`config.mk`:
```
export PLATFORM = sky130hd
export DESIGN_NAME = clk_div_ctrl
export DESIGN_NICKNAME = d
export VERILOG_FILES = /design/src/rtl/clk_div_ctrl.sv
export SDC_FILE = /design/constraint.sdc
export NUM_CORES = 1
export LEC_CHECK = 0
export ABC_AREA = 1
export BUFFER_PORTS_ARGS = -buffer_cell sky130_fd_sc_hd__buf_4
export CAP_MARGIN = 10
export CORE_UTILIZATION = 55
export CTS_CLUSTER_SIZE = 28
export DETAILED_ROUTE_END_ITERATION = 10
export MAX_ROUTING_LAYER = met4
export PLACE_DENSITY_LB_ADDON = 0.1
export SYNTH_ARGS = -nofsm -noshare
export SYNTH_HDL_FRONTEND = slang
export SYNTH_SLANG_ARGS = --single-unit
```
`constraint.sdc`:
```
create_clock -name clk -period 6.4 [get_ports clk]
set_clock_uncertainty 0.15 [all_clocks]
set_input_delay 1.28 -clock clk [delete_from_list [all_inputs] [get_ports clk]]
set_output_delay 1.28 -clock clk [all_outputs]
set_load 0.005 [all_outputs]
```
`src/rtl/clk_div_ctrl.sv`:
```
// Programmable clock-divider controller: divided output div_out plus a tick
// strobe on the first cycle of every high phase; ratio loaded via valid/ready.
// Ports: clk/reset (sync, active-high); en run request; cfg_valid/cfg_div/
// cfg_ready ratio handshake with cfg_err illegal-ratio pulse; div_out, tick,
// cur_div (ratio in use), running (not idle). All outputs are registered.
// Latency: one cycle from en (in idle) to first high cycle; new ratios apply
// at period boundaries. Backpressure: cfg_ready low while a ratio is pending.
module clk_div_ctrl #(
    parameter int CNT_W       = 16,
    parameter int DEFAULT_DIV = 10
) (
    input  logic             clk,
    input  logic             reset,
    input  logic             en,
    input  logic             cfg_valid,
    input  logic [CNT_W-1:0] cfg_div,
    output logic             cfg_ready,
    output logic             cfg_err,
    output logic             div_out,
    output logic             tick,
    output logic [CNT_W-1:0] cur_div,
    output logic             running
);

    localparam logic [1:0] IDLE = 2'd0;
    localparam logic [1:0] HIGH = 2'd1;
    localparam logic [1:0] LOW  = 2'd2;

    localparam logic [CNT_W-1:0] DEF_DIV = CNT_W'(DEFAULT_DIV);
    localparam logic [CNT_W-1:0] ONE     = CNT_W'(1);
    localparam logic [CNT_W-1:0] TWO     = CNT_W'(2);

    logic [1:0]       state, state_n;
    logic [CNT_W-1:0] cnt, cnt_n;
    logic [CNT_W-1:0] h_len, h_len_n;
    logic [CNT_W-1:0] l_len, l_len_n;
    logic [CNT_W-1:0] pend_div, pend_div_n;
    logic             pend_vld, pend_vld_n;
    logic [CNT_W-1:0] cur_div_n;
    logic             div_out_n, tick_n, cfg_err_n;
    logic             boundary, apply, xfer;
    logic [CNT_W-1:0] start_div;

    always_comb begin
        state_n    = state;
        cnt_n      = cnt;
        h_len_n    = h_len;
        l_len_n    = l_len;
        pend_div_n = pend_div;
        pend_vld_n = pend_vld;
        cur_div_n  = cur_div;
        div_out_n  = div_out;
        tick_n     = 1'b0;
        boundary   = 1'b0;
        xfer       = cfg_valid && cfg_ready;
        cfg_err_n  = xfer && (cfg_div < TWO);

        // Last cycle of the low phase ends the period.
        if (state == LOW && cnt == l_len - ONE) begin
            boundary = 1'b1;
        end

        // Pending ratio is applied at once in idle, otherwise only at the
        // period boundary so the running period is never cut short.
        apply = pend_vld && (state == IDLE || boundary);

        // A period started out of idle keeps the old ratio even if a pending
        // one is being applied on the same edge; out of LOW it takes the new.
        start_div = (apply && state == LOW) ? pend_div : cur_div;

        if (apply) begin
            cur_div_n  = pend_div;
            pend_vld_n = 1'b0;
        end

        case (state)
            IDLE: begin
                div_out_n = 1'b0;
                if (en) begin
                    state_n   = HIGH;
                    div_out_n = 1'b1;
                    tick_n    = 1'b1;
                    cnt_n     = '0;
                    h_len_n   = start_div - (start_div >> 1);
                    l_len_n   = start_div >> 1;
                end
            end
            HIGH: begin
                if (cnt == h_len - ONE) begin
                    state_n   = LOW;
                    div_out_n = 1'b0;
                    cnt_n     = '0;
                end else begin
                    cnt_n = cnt + ONE;
                end
            end
            LOW: begin
                if (boundary) begin
                    cnt_n = '0;
                    if (en) begin
                        state_n   = HIGH;
                        div_out_n = 1'b1;
                        tick_n    = 1'b1;
                        h_len_n   = start_div - (start_div >> 1);
                        l_len_n   = start_div >> 1;
                    end else begin
                        state_n = IDLE;
                    end
                end else begin
                    cnt_n = cnt + ONE;
                end
            end
            default: begin
                state_n   = IDLE;
                div_out_n = 1'b0;
                cnt_n     = '0;
            end
        endcase

        // cfg_ready is low whenever a ratio is pending, so a transfer never
        // coincides with an apply on the same edge.
        if (xfer && !cfg_err_n) begin
            pend_div_n = cfg_div;
            pend_vld_n = 1'b1;
        end
    end

    always_ff @(posedge clk) begin
        if (reset) begin
            state     <= IDLE;
            cnt       <= '0;
            h_len     <= DEF_DIV - (DEF_DIV >> 1);
            l_len     <= DEF_DIV >> 1;
            pend_div  <= '0;
            pend_vld  <= 1'b0;
            cur_div   <= DEF_DIV;
            div_out   <= 1'b0;
            tick      <= 1'b0;
            cfg_err   <= 1'b0;
            cfg_ready <= 1'b1;
            running   <= 1'b0;
        end else begin
            state     <= state_n;
            cnt       <= cnt_n;
            h_len     <= h_len_n;
            l_len     <= l_len_n;
            pend_div  <= pend_div_n;
            pend_vld  <= pend_vld_n;
            cur_div   <= cur_div_n;
            div_out   <= div_out_n;
            tick      <= tick_n;
            cfg_err   <= cfg_err_n;
            cfg_ready <= !pend_vld_n;
            running   <= (state_n != IDLE);
        end
    end

endmodule

```
=== Word-level counts from Yosys, hierarchy flattened ===
Index checks and enable logic that the tools add are counted.

* $mul: 0
* Equal/unequal tests: 8
* Reduce and logical (&&, ||, !) cells: 14
* $lt $le $gt $ge: 1
* Shift-type cells: 0
* $add $sub $neg: 4
* Mux-type cells: 26
* Bitwise logic cells: 0
* Div/mod/pow operators: 0

{| class="wikitable"
|+ Operators by type and width
! kind !! number
|-
| $mux W16 || 8
|-
| $pmux W16 S2 || 2
|-
| $pmux W16 S3 || 1
|-
| $eq A16 B16 Y1 || 2
|-
| $sub A16 B1 Y16 const B || 2
|-
| $add A16 B1 Y16 const B || 1
|-
| $lt A16 B2 Y1 const B || 1
|-
| $sub A16 B15 Y16 || 1
|-
| $mux W1 || 9
|-
| $ne A2 B2 Y1 const B || 4
|-
| $logic_and A1 B1 Y1 || 6
|-
| $mux W2 || 3
|-
| $pmux W2 S3 || 1
|-
| $reduce_bool A2 Y1 || 2
|-
| $pmux W1 S3 || 1
|-
| $reduce_and A3 Y1 || 1
|-
| $eq A2 B1 Y1 const B || 1
|-
| $eq A2 B2 Y1 const B || 1
|-
| $logic_not A1 Y1 || 2
|-
| $logic_not A2 Y1 || 1
|-
| $pmux W1 S2 || 1
|-
| $reduce_and A2 Y1 || 1
|-
| $logic_or A1 B1 Y1 || 1
|}

* Register bits after elaboration: 88
* ROM bits: 0
* Output and inout bits: 21
* Memory bits (writable): 0
* Latch bits: 0
* Memories kept: 0
* Bits of input ports: 20

=== Longest topological paths before layout ===
* Depth in word-level cells: 12
* Gate-level depth with buffers: 32
* Mapped depth without buffers: 31

=== Worst setup path before layout ===
Ideal clock, no wire load.

* Kind: flip-flop to flip-flop
* Start point: register l_len[0]
* End point: register h_len[6]
* Setup slack: 2,789 ps
* Path buffers: 1
* Clock period less this slack: 3,611 ps
* Data required time: 6,135 ps
* Data arrival time: 3,345 ps
* Library setup time: 115 ps
* Stages on the path, launching flop included: 27
* Cells stage by stage: dfxtp_1 > inv_1 > ha_1 > nand2_2 > nor2_4 > xor2_1 > nand3_1 > nor2_2 > nand3_2 > nand2_4 > nand3_4 > buf_6 > clkinv_1 > nand2_1 > nand2_1 > ha_1 > inv_1 > fa_1 > nand2_1 > nand2_1 > nand2_1 > nand2_2 > nand2_1 > nand2_2 > xor2_1 > o21ai_0 > inv_1

* Cells in the longest elaborated chain, start to end: 12
* Elaborated cells between the ends (all ways): 14
* Classes of those cells: 2 x add/sub; 2 x eq/ne; 5 x mux; 5 x reduce/logical

{| class="wikitable"
|+ RTL lines
! item !! line !! RTL
|-
| from (decl) || 36 || <nowiki>logic [CNT_W-1:0] l_len, l_len_n;</nowiki>
|-
| from (signal assigned) || 133 || <nowiki>l_len <= DEF_DIV >> 1;</nowiki>
|-
| from (signal assigned) || 146 || <nowiki>l_len <= l_len_n;</nowiki>
|-
| $sub A16 B1 Y16 * || 59 || <nowiki>if (state == LOW && cnt == l_len - ONE) begin</nowiki>
|-
| $eq A16 B16 Y1 * || 59 ||
|-
| $logic_and A1 B1 Y1 * || 59 ||
|-
| $mux W1 * || 59 ||
|-
| $logic_or A1 B1 Y1 * || 65 || <nowiki>apply = pend_vld && (state == IDLE || boundary);</nowiki>
|-
| $logic_and A1 B1 Y1 * || 65 ||
|-
| $logic_and A1 B1 Y1 * || 69 || <nowiki>start_div = (apply && state == LOW) ? pend_div : cur_div;</nowiki>
|-
| $mux W16 * || 69 ||
|-
| via start_div[1] || 42 || <nowiki>logic [CNT_W-1:0] start_div;</nowiki>
|-
| $sub A16 B15 Y16 * || 84, 104 ||
|-
| $mux W16 * || 79, 100 ||
|-
| $mux W16 || 98 || <nowiki>if (boundary) begin</nowiki>
|-
| $pmux W16 S2 * || 76 || <nowiki>case (state)</nowiki>
|-
| to (signal assigned) || 132 || <nowiki>h_len <= DEF_DIV - (DEF_DIV >> 1);</nowiki>
|-
| to (signal assigned) || 145 || <nowiki>h_len <= h_len_n;</nowiki>
|-
| to (decl) || 35 || <nowiki>logic [CNT_W-1:0] h_len, h_len_n;</nowiki>
|}

Mark *: on every way through the listed nets, which the timed path passes. The rest lies on a longest branch. The select of a mux whose other input is x is not followed.
A chain may end at the register's enable or synchronous reset.

=== Final worst setup path ===
* Start point: register l_len[0]
* End point: register h_len[12]

Same word-level chain as after synthesis.

==> results.md <==
* Relative slew slack at 15.35%
* Vias per Instance at 5.445
* Hold Crit Class: flip-flop to flip-flop
* Final hold violations at 0
* Dpl cells at 1075
* Slew Limit Fails at 0
* Drt pass-1 iters at 5
* CTS tree: yes
* Nets@finish at 989
* CP Launch Type: flip-flop
* Initial antenna violation count at 0
* Largest net degree at the start of global routing at 50
* Die Area at 0.01134 sq mm
* Commonest non-fill, non-tap cell in the layout: nand2_1
* Via Count at 5941
* Number of global-route vias before repair at 5385
* Mapped Nets at 966
* Yosys warning count at 0
* Initial Util at 57.38%
* Routability Congestion at 0.9516
* Fill cells at 999
* CP required at 6.55 ns
* Reg clk slew, reported paths at 0.10 ns
* H-tree Lvls at 3
* Die span in x at 106.5 um
* Final setup violation count at 0
* Pwr/cell area at 218.0 mW/mm^2
* Min cycle time layout at 4.512 ns
* Total GRT Usage at 30.66%
* Max Cap Viol at 0
* Antenna-violating nets left at 0
* Port-buffer cells at 40
* Sink Count at 87
* Distinct cells, synth at 38
* Hold_buf cts at 0
* Crit path max fanout at 24
* Io pins at 41
* Post-synth top area share at 29.01%
* CTS root buffer: clkbuf_8
* Mean post-synth cell area at 6.476 sq um
* Critical path capture point type: flip-flop
* Post-CTS resize count at 0
* Top_reg_cell synth: dfxtp_1
* Synth area leaders: dfxtp_1 (29%), nand2_1 (12%), inv_1 (7.9%)
* RSZ-0062 raised after global routing: no
* Post-synth top area cell: dfxtp_1
* FF+latch count, synth at 87
* Total CTS buffers at 9
* Fraction of layout cells with a size suffix above 1 at 12.57%
* Most frequent cells in the layout: nand2_1 (196), inv_1 (126), nor2_1 (97), dfxtp_1 (87), a21oi_1 (66)
* Cell row count at 37
* Register area share after synthesis at 29.01%
* Cell Count, Final, Fillers Out at 1091
* Routed length per instance at 14.75 um
* Status: finished clean
* Final period util at 70.50%
* Routed Wire Length at 16090 um
* Die height at 106.5 um
* FFs w/ async S/R, synth at 0%
* Max Buffers Root-to-Sink at 2
* Final setup TNS at 0 ns
* Pleak at 3.103 nW
* Mapped Cells at 927
* Mapped Area at 0.006003 sq mm
* Hpwl dp at 12510 um
* DRC viols at 0
* Critical path arrival at 4.66 ns
* Worst vdd rail ir drop at 0.1647 mV
* Iteration-0 DRC Markers at 467
* Skew-Pair Late Insertion Delay at 0.39 ns
* Placeable Area at 0.01046 sq mm
* ANT cells at 0
* Area grow syn2layout at 8.920%
* Total congestion overflow at 0
* Worst-margin pin slew at 1.270 ns
* Post-CTS Setup Inserts at 0
* F_max at 221.6 MHz
* First-pass GRT wire length at 26240 um
* WS Path Type: flip-flop to flip-flop
* Post-synth EDFFs at 0
[cell type report]
class,instances,area (sq um),share of cell area (%)
multi-input cells,680,3628,55.49
flip-flops and latches,87,1742,26.64
inverters,129,484.2,7.405
repair buffers,43,322.8,4.937
well taps,136,170.2,2.602
clock buffers,11,151.4,2.315
clock inverters,5,40.04,0.6123
[logic make-up (layout without fill, tap and decap cells)]
kind of cell,count (synthesis),count (layout),share of synthesized area [%]
xor+xnor,44,44,6.419
buf+inv,160,188,10.55
flops,87,87,29.01
compound gates,148,148,12.96
simple gates,469,469,36.97
fa+ha+maj,19,19,4.085
[path summary, 6_finish.rpt]
kind	startpoint	to	slack, ns	depth (start not counted)
setup / recovery	l_len[0]	h_len[12]	1.89	26
hold reg to reg	cur_div[14]	cur_div[14]	0.32	2
hold / removal	cur_div[14]	cur_div[14]	0.32	2
setup reg to reg	l_len[0]	h_len[12]	1.89	26
[report_power, final]
group | internal (mW) | leakage (nW) | switching [mW]
Combinational | 0.152 | 2.29 | 0.276
Sequential | 0.577 | 0.714 | 0.0372
Clock | 0.166 | 0.100 | 0.218
Total | 0.895 | 3.10 | 0.531
[cell usage after synthesis, types with 2 or more instances]
| master | number |
|---|---|
| nor2_4 | 3 |
| nand2_4 | 9 |
| ha_1 | 18 |
| clkbuf_1 | 18 |
| buf_6 | 3 |
| nor2_2 | 9 |
| nor3_1 | 16 |
| buf_2 | 7 |
| o31ai_1 | 2 |
| nand4_1 | 29 |
| buf_1 | 2 |
| inv_1 | 126 |
| a211oi_1 | 3 |
| o211ai_1 | 7 |
| xnor2_1 | 15 |
| dfxtp_1 | 87 |
| a31oi_1 | 3 |
| a21oi_1 | 66 |
| nor4_1 | 10 |
| nand2_1 | 196 |
| xor2_1 | 29 |
| nand3_1 | 54 |
| or2_2 | 4 |
| o21ai_0 | 65 |
| nand3b_1 | 4 |
| clkinv_1 | 3 |
| nor2_1 | 97 |
| nand2_2 | 29 |
| nand3_2 | 4 |
[worst max-delay path, stage by stage, from the launching register on]
cell and delay (ns):
dfxtp_1 0.32, inv_1 0.16, ha_1 0.30, nand2_2 0.12
nor2_4 0.16, xor2_1 0.16, nand3_1 0.12, nor2_2 0.16
nand3_2 0.15, nand2_4 0.24, nand3_4 0.29, clkinv_1 0.27
nand2_1 0.07, nand2_1 0.18, ha_1 0.18, inv_1 0.06
fa_1 0.41, nand2_1 0.11, nand2_1 0.07, nand2_1 0.08
nand2_2 0.08, nand4_1 0.14, nand3_1 0.09, nand2_1 0.06
nand3_1 0.10, nand2_1 0.11, inv_1 0.04
[through the flow]
step	hold slack [ns]	utilization, %	instance area [sq um]	power, mW	worst slack, ns
2_1_floorplan	0.2979	-	6003	0.9331	2.789
3_3_place_gp	0.3127	60.67	6347	1.038	2.104
3_5_place_dp	0.3130	60.67	6347	1.046	1.958
4_1_cts	0.3264	62.50	6539	1.424	1.919
5_1_grt	0.3658	62.50	6539	1.517	1.423
6_report	0.3222	62.50	6539	1.426	1.888
[state kept, by name (all words and copies together), names as in the netlist]
register,cells
cnt,16
cur_div,16
h_len,16
pend_div,16
l_len,15
state,2
cfg_err,1
cfg_ready,1
div_out,1
pend_vld,1
running,1
tick,1
[metal layers]
| metal | part of all wire, % | wire (um) | vias up | track usage, % |
|---|---|---|---|---|
| li1 | - | - | 3033 | - |
| met1 | 46 | 7464 | 2732 | 37.24 |
| met2 | 48 | 7760 | 156 | 51.95 |
| met3 | 4.1 | 656 | 20 | 6.438 |
| met4 | 1.3 | 208 | 0 | 7.436 |
| met5 | 0 | 0 | - | - |
Power figures use the tool's default switching activity.
